<file path="src/rtl/arb_pkg.sv">
// Shared types and constants for the 16-requester arbiter tile.
package arb_pkg;

    localparam int unsigned N_REQ  = 16;
    localparam int unsigned IDX_W  = 4;
    localparam int unsigned HOLD_W = 8;
    localparam int unsigned CODE_W = 8;

    localparam logic [CODE_W-1:0] NO_GRANT_CODE = 8'hF0;

    typedef enum logic [1:0] {
        IDLE  = 2'd0,
        GRANT = 2'd1,
        GAP   = 2'd2
    } arb_state_e;

endpackage : arb_pkg

</file>
<file path="src/rtl/rr_pick.sv">
// Combinational winner search: highest index wins, optionally rotated so the
// search starts just below i_start and checks i_start itself last.
module rr_pick
    import arb_pkg::*;
(
    input  logic [N_REQ-1:0] i_req,
    input  logic [IDX_W-1:0] i_start,
    input  logic             i_rr_mode,
    output logic [IDX_W-1:0] o_idx_c,
    output logic             o_any_c
);

    logic [IDX_W-1:0] w_start;

    // A start of 0 gives the plain 15..0 order, so fixed mode reuses the same search.
    assign w_start = i_rr_mode ? i_start : IDX_W'(0);

    always_comb begin
        o_idx_c = '0;
        o_any_c = 1'b0;
        for (int k = 1; k <= int'(N_REQ); k++) begin
            if (!o_any_c && i_req[w_start - IDX_W'(k)]) begin
                o_any_c = 1'b1;
                o_idx_c = w_start - IDX_W'(k);
            end
        end
    end

endmodule : rr_pick

</file>
<file path="src/rtl/req_arbiter_ctrl.sv">
// Sequential 16-way arbiter: registered grant, hold limit with timeout pulse,
// one-cycle gap between grants, fixed-priority or round-robin selection.
module req_arbiter_ctrl
    import arb_pkg::*;
#(
    parameter int unsigned MAX_HOLD = 15   // 1..255
) (
    input  logic               clk,
    input  logic               rst_n,
    input  logic               ena,
    input  logic [N_REQ-1:0]   req,
    input  logic               rr_mode,
    input  logic               release_i,
    output logic               grant_valid,
    output logic [IDX_W-1:0]   grant_idx,
    output logic [N_REQ-1:0]   grant_onehot,
    output logic [CODE_W-1:0]  code_out,
    output logic               timeout_o
);

    arb_state_e         r_state,        w_nxt_state;
    logic               r_grant_valid,  w_nxt_grant_valid;
    logic [IDX_W-1:0]   r_grant_idx,    w_nxt_grant_idx;
    logic [N_REQ-1:0]   r_grant_onehot, w_nxt_grant_onehot;
    logic [CODE_W-1:0]  r_code,         w_nxt_code;
    logic               r_timeout,      w_nxt_timeout;
    logic [HOLD_W-1:0]  r_hold_cnt,     w_nxt_hold_cnt;
    logic [IDX_W-1:0]   r_rr_last,      w_nxt_rr_last;

    logic [IDX_W-1:0]   w_pick_idx;
    logic               w_pick_any;
    logic               w_release;
    logic               w_hold_limit;

    rr_pick u_rr_pick (
        .i_req     (req),
        .i_start   (r_rr_last),
        .i_rr_mode (rr_mode),
        .o_idx_c   (w_pick_idx),
        .o_any_c   (w_pick_any)
    );

    // A voluntary release takes precedence over the hold limit, suppressing the timeout.
    assign w_release    = release_i || !req[r_grant_idx];
    assign w_hold_limit = (r_hold_cnt == HOLD_W'(MAX_HOLD));

    always_comb begin
        w_nxt_state        = r_state;
        w_nxt_grant_valid  = r_grant_valid;
        w_nxt_grant_idx    = r_grant_idx;
        w_nxt_grant_onehot = r_grant_onehot;
        w_nxt_code         = r_code;
        w_nxt_timeout      = 1'b0;
        w_nxt_hold_cnt     = r_hold_cnt;
        w_nxt_rr_last      = r_rr_last;

        if (ena) begin
            case (r_state)
                IDLE: begin
                    if (w_pick_any) begin
                        w_nxt_state        = GRANT;
                        w_nxt_grant_valid  = 1'b1;
                        w_nxt_grant_idx    = w_pick_idx;
                        w_nxt_grant_onehot = N_REQ'(1) << w_pick_idx;
                        w_nxt_code         = {(CODE_W - IDX_W)'(0), w_pick_idx};
                        w_nxt_hold_cnt     = HOLD_W'(1);
                        w_nxt_rr_last      = w_pick_idx;
                    end
                end
                GRANT: begin
                    if (w_release || w_hold_limit) begin
                        w_nxt_state        = GAP;
                        w_nxt_grant_valid  = 1'b0;
                        w_nxt_grant_onehot = '0;
                        w_nxt_code         = NO_GRANT_CODE;
                        w_nxt_timeout      = !w_release;
                        w_nxt_hold_cnt     = '0;
                    end else begin
                        w_nxt_hold_cnt     = r_hold_cnt + HOLD_W'(1);
                    end
                end
                GAP: begin
                    w_nxt_state = IDLE;
                end
                default: begin
                    w_nxt_state        = IDLE;
                    w_nxt_grant_valid  = 1'b0;
                    w_nxt_grant_onehot = '0;
                    w_nxt_code         = NO_GRANT_CODE;
                    w_nxt_hold_cnt     = '0;
                end
            endcase
        end
    end

    always_ff @(posedge clk or negedge rst_n) begin
        if (!rst_n) begin
            r_state        <= IDLE;
            r_grant_valid  <= 1'b0;
            r_grant_idx    <= '0;
            r_grant_onehot <= '0;
            r_code         <= NO_GRANT_CODE;
            r_timeout      <= 1'b0;
            r_hold_cnt     <= '0;
            r_rr_last      <= '0;
        end else begin
            r_state        <= w_nxt_state;
            r_grant_valid  <= w_nxt_grant_valid;
            r_grant_idx    <= w_nxt_grant_idx;
            r_grant_onehot <= w_nxt_grant_onehot;
            r_code         <= w_nxt_code;
            r_timeout      <= w_nxt_timeout;
            r_hold_cnt     <= w_nxt_hold_cnt;
            r_rr_last      <= w_nxt_rr_last;
        end
    end

    assign grant_valid  = r_grant_valid;
    assign grant_idx    = r_grant_idx;
    assign grant_onehot = r_grant_onehot;
    assign code_out     = r_code;
    assign timeout_o    = r_timeout;

endmodule : req_arbiter_ctrl

</file>
<file path="config.mk">
export PLATFORM = sky130hd
export DESIGN_NAME = req_arbiter_ctrl
export DESIGN_NICKNAME = d
export VERILOG_FILES = /design/src/rtl/arb_pkg.sv /design/src/rtl/rr_pick.sv /design/src/rtl/req_arbiter_ctrl.sv
export SDC_FILE = /design/constraint.sdc
export NUM_CORES = 1
export LEC_CHECK = 0
export ABC_AREA = 1
export CAP_MARGIN = 20
export CORE_AREA = 2 2 99 149
export DETAILED_ROUTE_END_ITERATION = 7
export DIE_AREA = 0 0 101 151
export GPL_TIMING_DRIVEN = 1
export PLACE_DENSITY_LB_ADDON = 0.15
export RECOVER_POWER = 25
export SETUP_SLACK_MARGIN = 0.5
export SLEW_MARGIN = 40
export SYNTH_ARGS = -nofsm -noshare
export SYNTH_HDL_FRONTEND = slang
export SYNTH_SLANG_ARGS = --single-unit
</file>
<file path="constraint.sdc">
create_clock -name clk -period 6.2 [get_ports clk]
set_input_delay 1.24 -clock clk [delete_from_list [all_inputs] [get_ports clk]]
set_output_delay 1.24 -clock clk [all_outputs]
set_load 0.01 [all_outputs]
</file>
==> impl_summary.md <==
GRT
The initial antenna violation count came to 0. The maximum number of pins on one net before global-route repair is 38. The total overflow left after global routing is 0. The wire length of the first global-routing pass is around 24 mm. The via count of the first global-routing pass came to 4585. Across every metal layer, demand over resource in global routing totals 0.2011.

Placed design
After detailed placement, the design holds a cell count of 897. The total half-perimeter wirelength after legalization and detailed placement is 12.07 mm. Routability-driven placement finished with a final weighted congestion of 0.9884. Port buffering added 50 buffers. After detailed placement, the total cell area comes to 0.004738 mm^2.

Synthesis
The post-synthesis net count is slightly above 700. The cell count after synthesis came out at 697. The mapped cell area is a little over 0.004 mm^2.

The count of synthesis-stage warnings from yosys is 0. Averaged over all synthesized cells, the footprint is between 5 and 6 um^2. Synthesis instantiated 41 different standard cells from the library. The sequential element share of the synthesized area is 0.2241. The post-synthesis sequential element count is 37.

Finish
Registers take 927.1 um^2. The fraction of final layout cells with drive strength greater than 1 is 0.09595. The count of non-filler cells in the finished layout is slightly above 900. The area added between synthesis and finish is 17.96%. The most common cell after layout, fill and taps aside is nand2_1.

The total of fill cells in the finished design is 1551. The area of combinational cells with multiple inputs is 0.002781 mm^2. The final layout contains 762 nets.

The post-route standard cell area excluding fillers is 0.004881 mm^2. At the end of the flow the core is filled with cells to 0.3505. In the layout the commonest cells are nand2_1 (245), nand3_1 (128), inv_1 (60). The antenna diode count is 0.

Run status
The run finished, with violations left. The final reports fail on max-capacitance violations, max-slew violations.

Hold path
The endpoint of the worst hold path is grant_onehot[5]. The worst min-delay path startpoint is grant_onehot[5]. Along the worst hold path, the cell count comes to 2. The path class of the tightest hold or removal check is reg -> reg.

Route
The detailed-route DRC error count is 0. Once detail routing completed, the nets flagged for antenna violations numbered 0. The final wirelength is 15.10 mm. After detailed routing, the number of vias per cell comes to between 5 and 6. The routed length per placed instance is 16.68 um. The vias after detailed routing is about 4.7k.

The detailed router's first-iteration violation count is 300. The detailed-router iteration count before antenna repair is 5.

Floorplanning
Pin placement for this block handled 51 I/O pins. The die covers 0.01525 mm^2. The die is 101 um wide. The height of the chip is between 150 and 200 um. The core region is 0.01393 mm^2. The placement row count is 53. The starting density of the core is 0.2971.

Timing
For the finished layout, the period the worst path requires is ~5.3 ns. The measured slew at the worst slew-check pin is about 2 ns. For the final routed database, the setup TNS stands at 0 ns.

The total count of hold-check failures in the final report is 0. Measured against its own limit, the worst slew margin works out to -0.3466. The number of setup violations in the final report is 0.

The final number of max-transition violations came to 38. The clock arrives with 0.004805 ns of skew. Of the available clock period, the critical path in the final layout requires 0.8606.

Setup repair after global routing left no endpoint under its margin. The highest clock frequency the design can meet is ~0.19 GHz.

Critical path
The register-to-register setup slack is roughly 1.6 ns. The worst stage delay on the critical path is roughly 0.73 ns. The signal on the critical path passes through clkdlybuf4s50_1, nand2_2, ha_1, inv_1, nand3_1, nand2_1, o21ai_0, o21ai_2, inv_1, nand4_2, a21oi_1, nor2_1, nor2_1, nand2_1, nand2_1, nand3_1, nand2_1, nand3_1, nand2_1, nand2_2, inv_2, nand2_1, nand2_1. For the worst setup path, the data arrival time is 5.55 ns. STA classifies the critical path startpoint as a primary input. The worst setup path is captured at a flip-flop.

The largest fanout on the critical path is 10. For the worst flop-to-flop path, the logic depth is 23. The endpoint identified for the worst register-to-register timing path is grant_onehot[7]. The startpoint identified for the worst register-to-register timing path is r_rr_last[0]. The worst setup path is of the in -> reg kind. The most prevalent standard cell on the critical path is nand2_1. At the worst endpoint, the required time is 6.42 ns. The master of the slowest instance on the critical path is clkdlybuf4s50_1.

Clocking
Clock tree synthesis inserted a total of 5 buffers. The longest clock path from root to sink contains 2 buffers. After clock tree synthesis, the setup repair step added 0 buffers. Clock-pin slew was measured on the worst setup and hold paths at 0.05 ns. For the worst-skew pair, the clock arrives at the later sink with an insertion delay of 0.28 ns. Post-CTS repair changed the size of 0 cells. Hold repair after CTS inserted 0 buffers.

The cell at the root of the clock tree is clkbuf_16. The number of H-tree levels is 2. The CTS tree is yes. The clock sink count is 37.

Job
The max-cap check violation count is 1.

Pwr
The static leakage is 0.002453 uW. Across the VDD grid, the largest voltage drop is ~340 uV. The power per cell area is 601.5 mW/mm^2.
-- worst max path at each step --
stage,start,end,slack (ns)
detailed placement,rr_mode,grant_onehot[7],0.56
finish,rr_mode,grant_onehot[7],0.86
CTS,rr_mode,grant_onehot[7],0.83
global placement,rr_mode,grant_onehot[7],0.48
global route,rr_mode,grant_onehot[11],0.58
floorplan,rr_mode,code_out[6],1.90
-- per-stage QoR --
stage	hold slack [ns]	total power (uW)	setup slack (ns)
2_1_floorplan	0.4638	1989	1.902
3_3_place_gp	0.4629	2673	0.4772
3_5_place_dp	0.4642	2671	0.5559
4_1_cts	0.4800	2942	0.8327
5_1_grt	0.4954	3225	0.5839
6_report	0.4783	2936	0.8644
-- cells by family after synthesis --
logic type / synth area share
AOI/OAI and AO/OA: 0.08891
xor gates and xnor gates: 0.02208
adders and majority gates: 0.006047
buffers and inverters: 0.1037
DFF: 0.2241
muxes: 0.002419
and+or+nand+nor: 0.5528
-- sequential cells by signal, indices dropped and copies added, names as in the netlist --
name / flops
grant_onehot: 16
r_hold_cnt: 8
code_out: 5
r_rr_last: 4
r_state: 2
grant_valid: 1
timeout_o: 1
-- cell type report --
class	instances	share of cell area
Multi-Input combinational cell	565	0.5699
Sequential cell	37	0.1900
Timing Repair Buffer	56	0.1105
Inverter	74	0.05742
Tap cell	165	0.04230
Clock buffer	8	0.02999
-- cells in the mapped netlist, drive strengths merged --
master	n	area (um^2)
xor2	6	75.08
mux2i	1	10.01
clkinv	3	11.26
nor3	8	45.04
o221ai	3	26.28
clkbuf	1	3.750
nand2	258	1026
a31oi	2	18.77
dfstp	1	26.28
o21bai	4	30.03
ha	2	25.02
nand4	17	152.7
dfrtp	36	900.9
nand3	137	730.7
a21oi	12	60.06
buf	20	145.1
nor2	70	320.3
o21a	5	37.54
o21ai	36	187.7
inv	71	269.0
o211ai	1	7.510
xnor2	1	16.27
nor4	1	6.260
and2	1	6.260
-- worst max-delay path, delay by kind of cell --
kind	cells	cell delay [ns]
AND/OR/NAND/NOR	15	1.48
buffers and inverters	4	1.29
AO/OA/AOI/OAI	3	0.92
adder cells (fa/ha/maj)	1	0.58
-- metal layers --
metal / global-route usage / up-vias / share of wire
li1: - / 2355 / -
met1: 0.2245 / 2192 / 0.38
met2: 0.3767 / 153 / 0.53
met3: 0.01431 / 37 / 0.040
met4: 0.1020 / 0 / 0.046
met5: 0 / - / 0
-- power by group --
part           internal (uW)  switching, uW  total, uW
Combinational            701           1580       2280
Sequential               317           84.5        402
Clock                    160           93.1        253
Total                   1180           1760       2940
(Power assumes the default switching activity.)
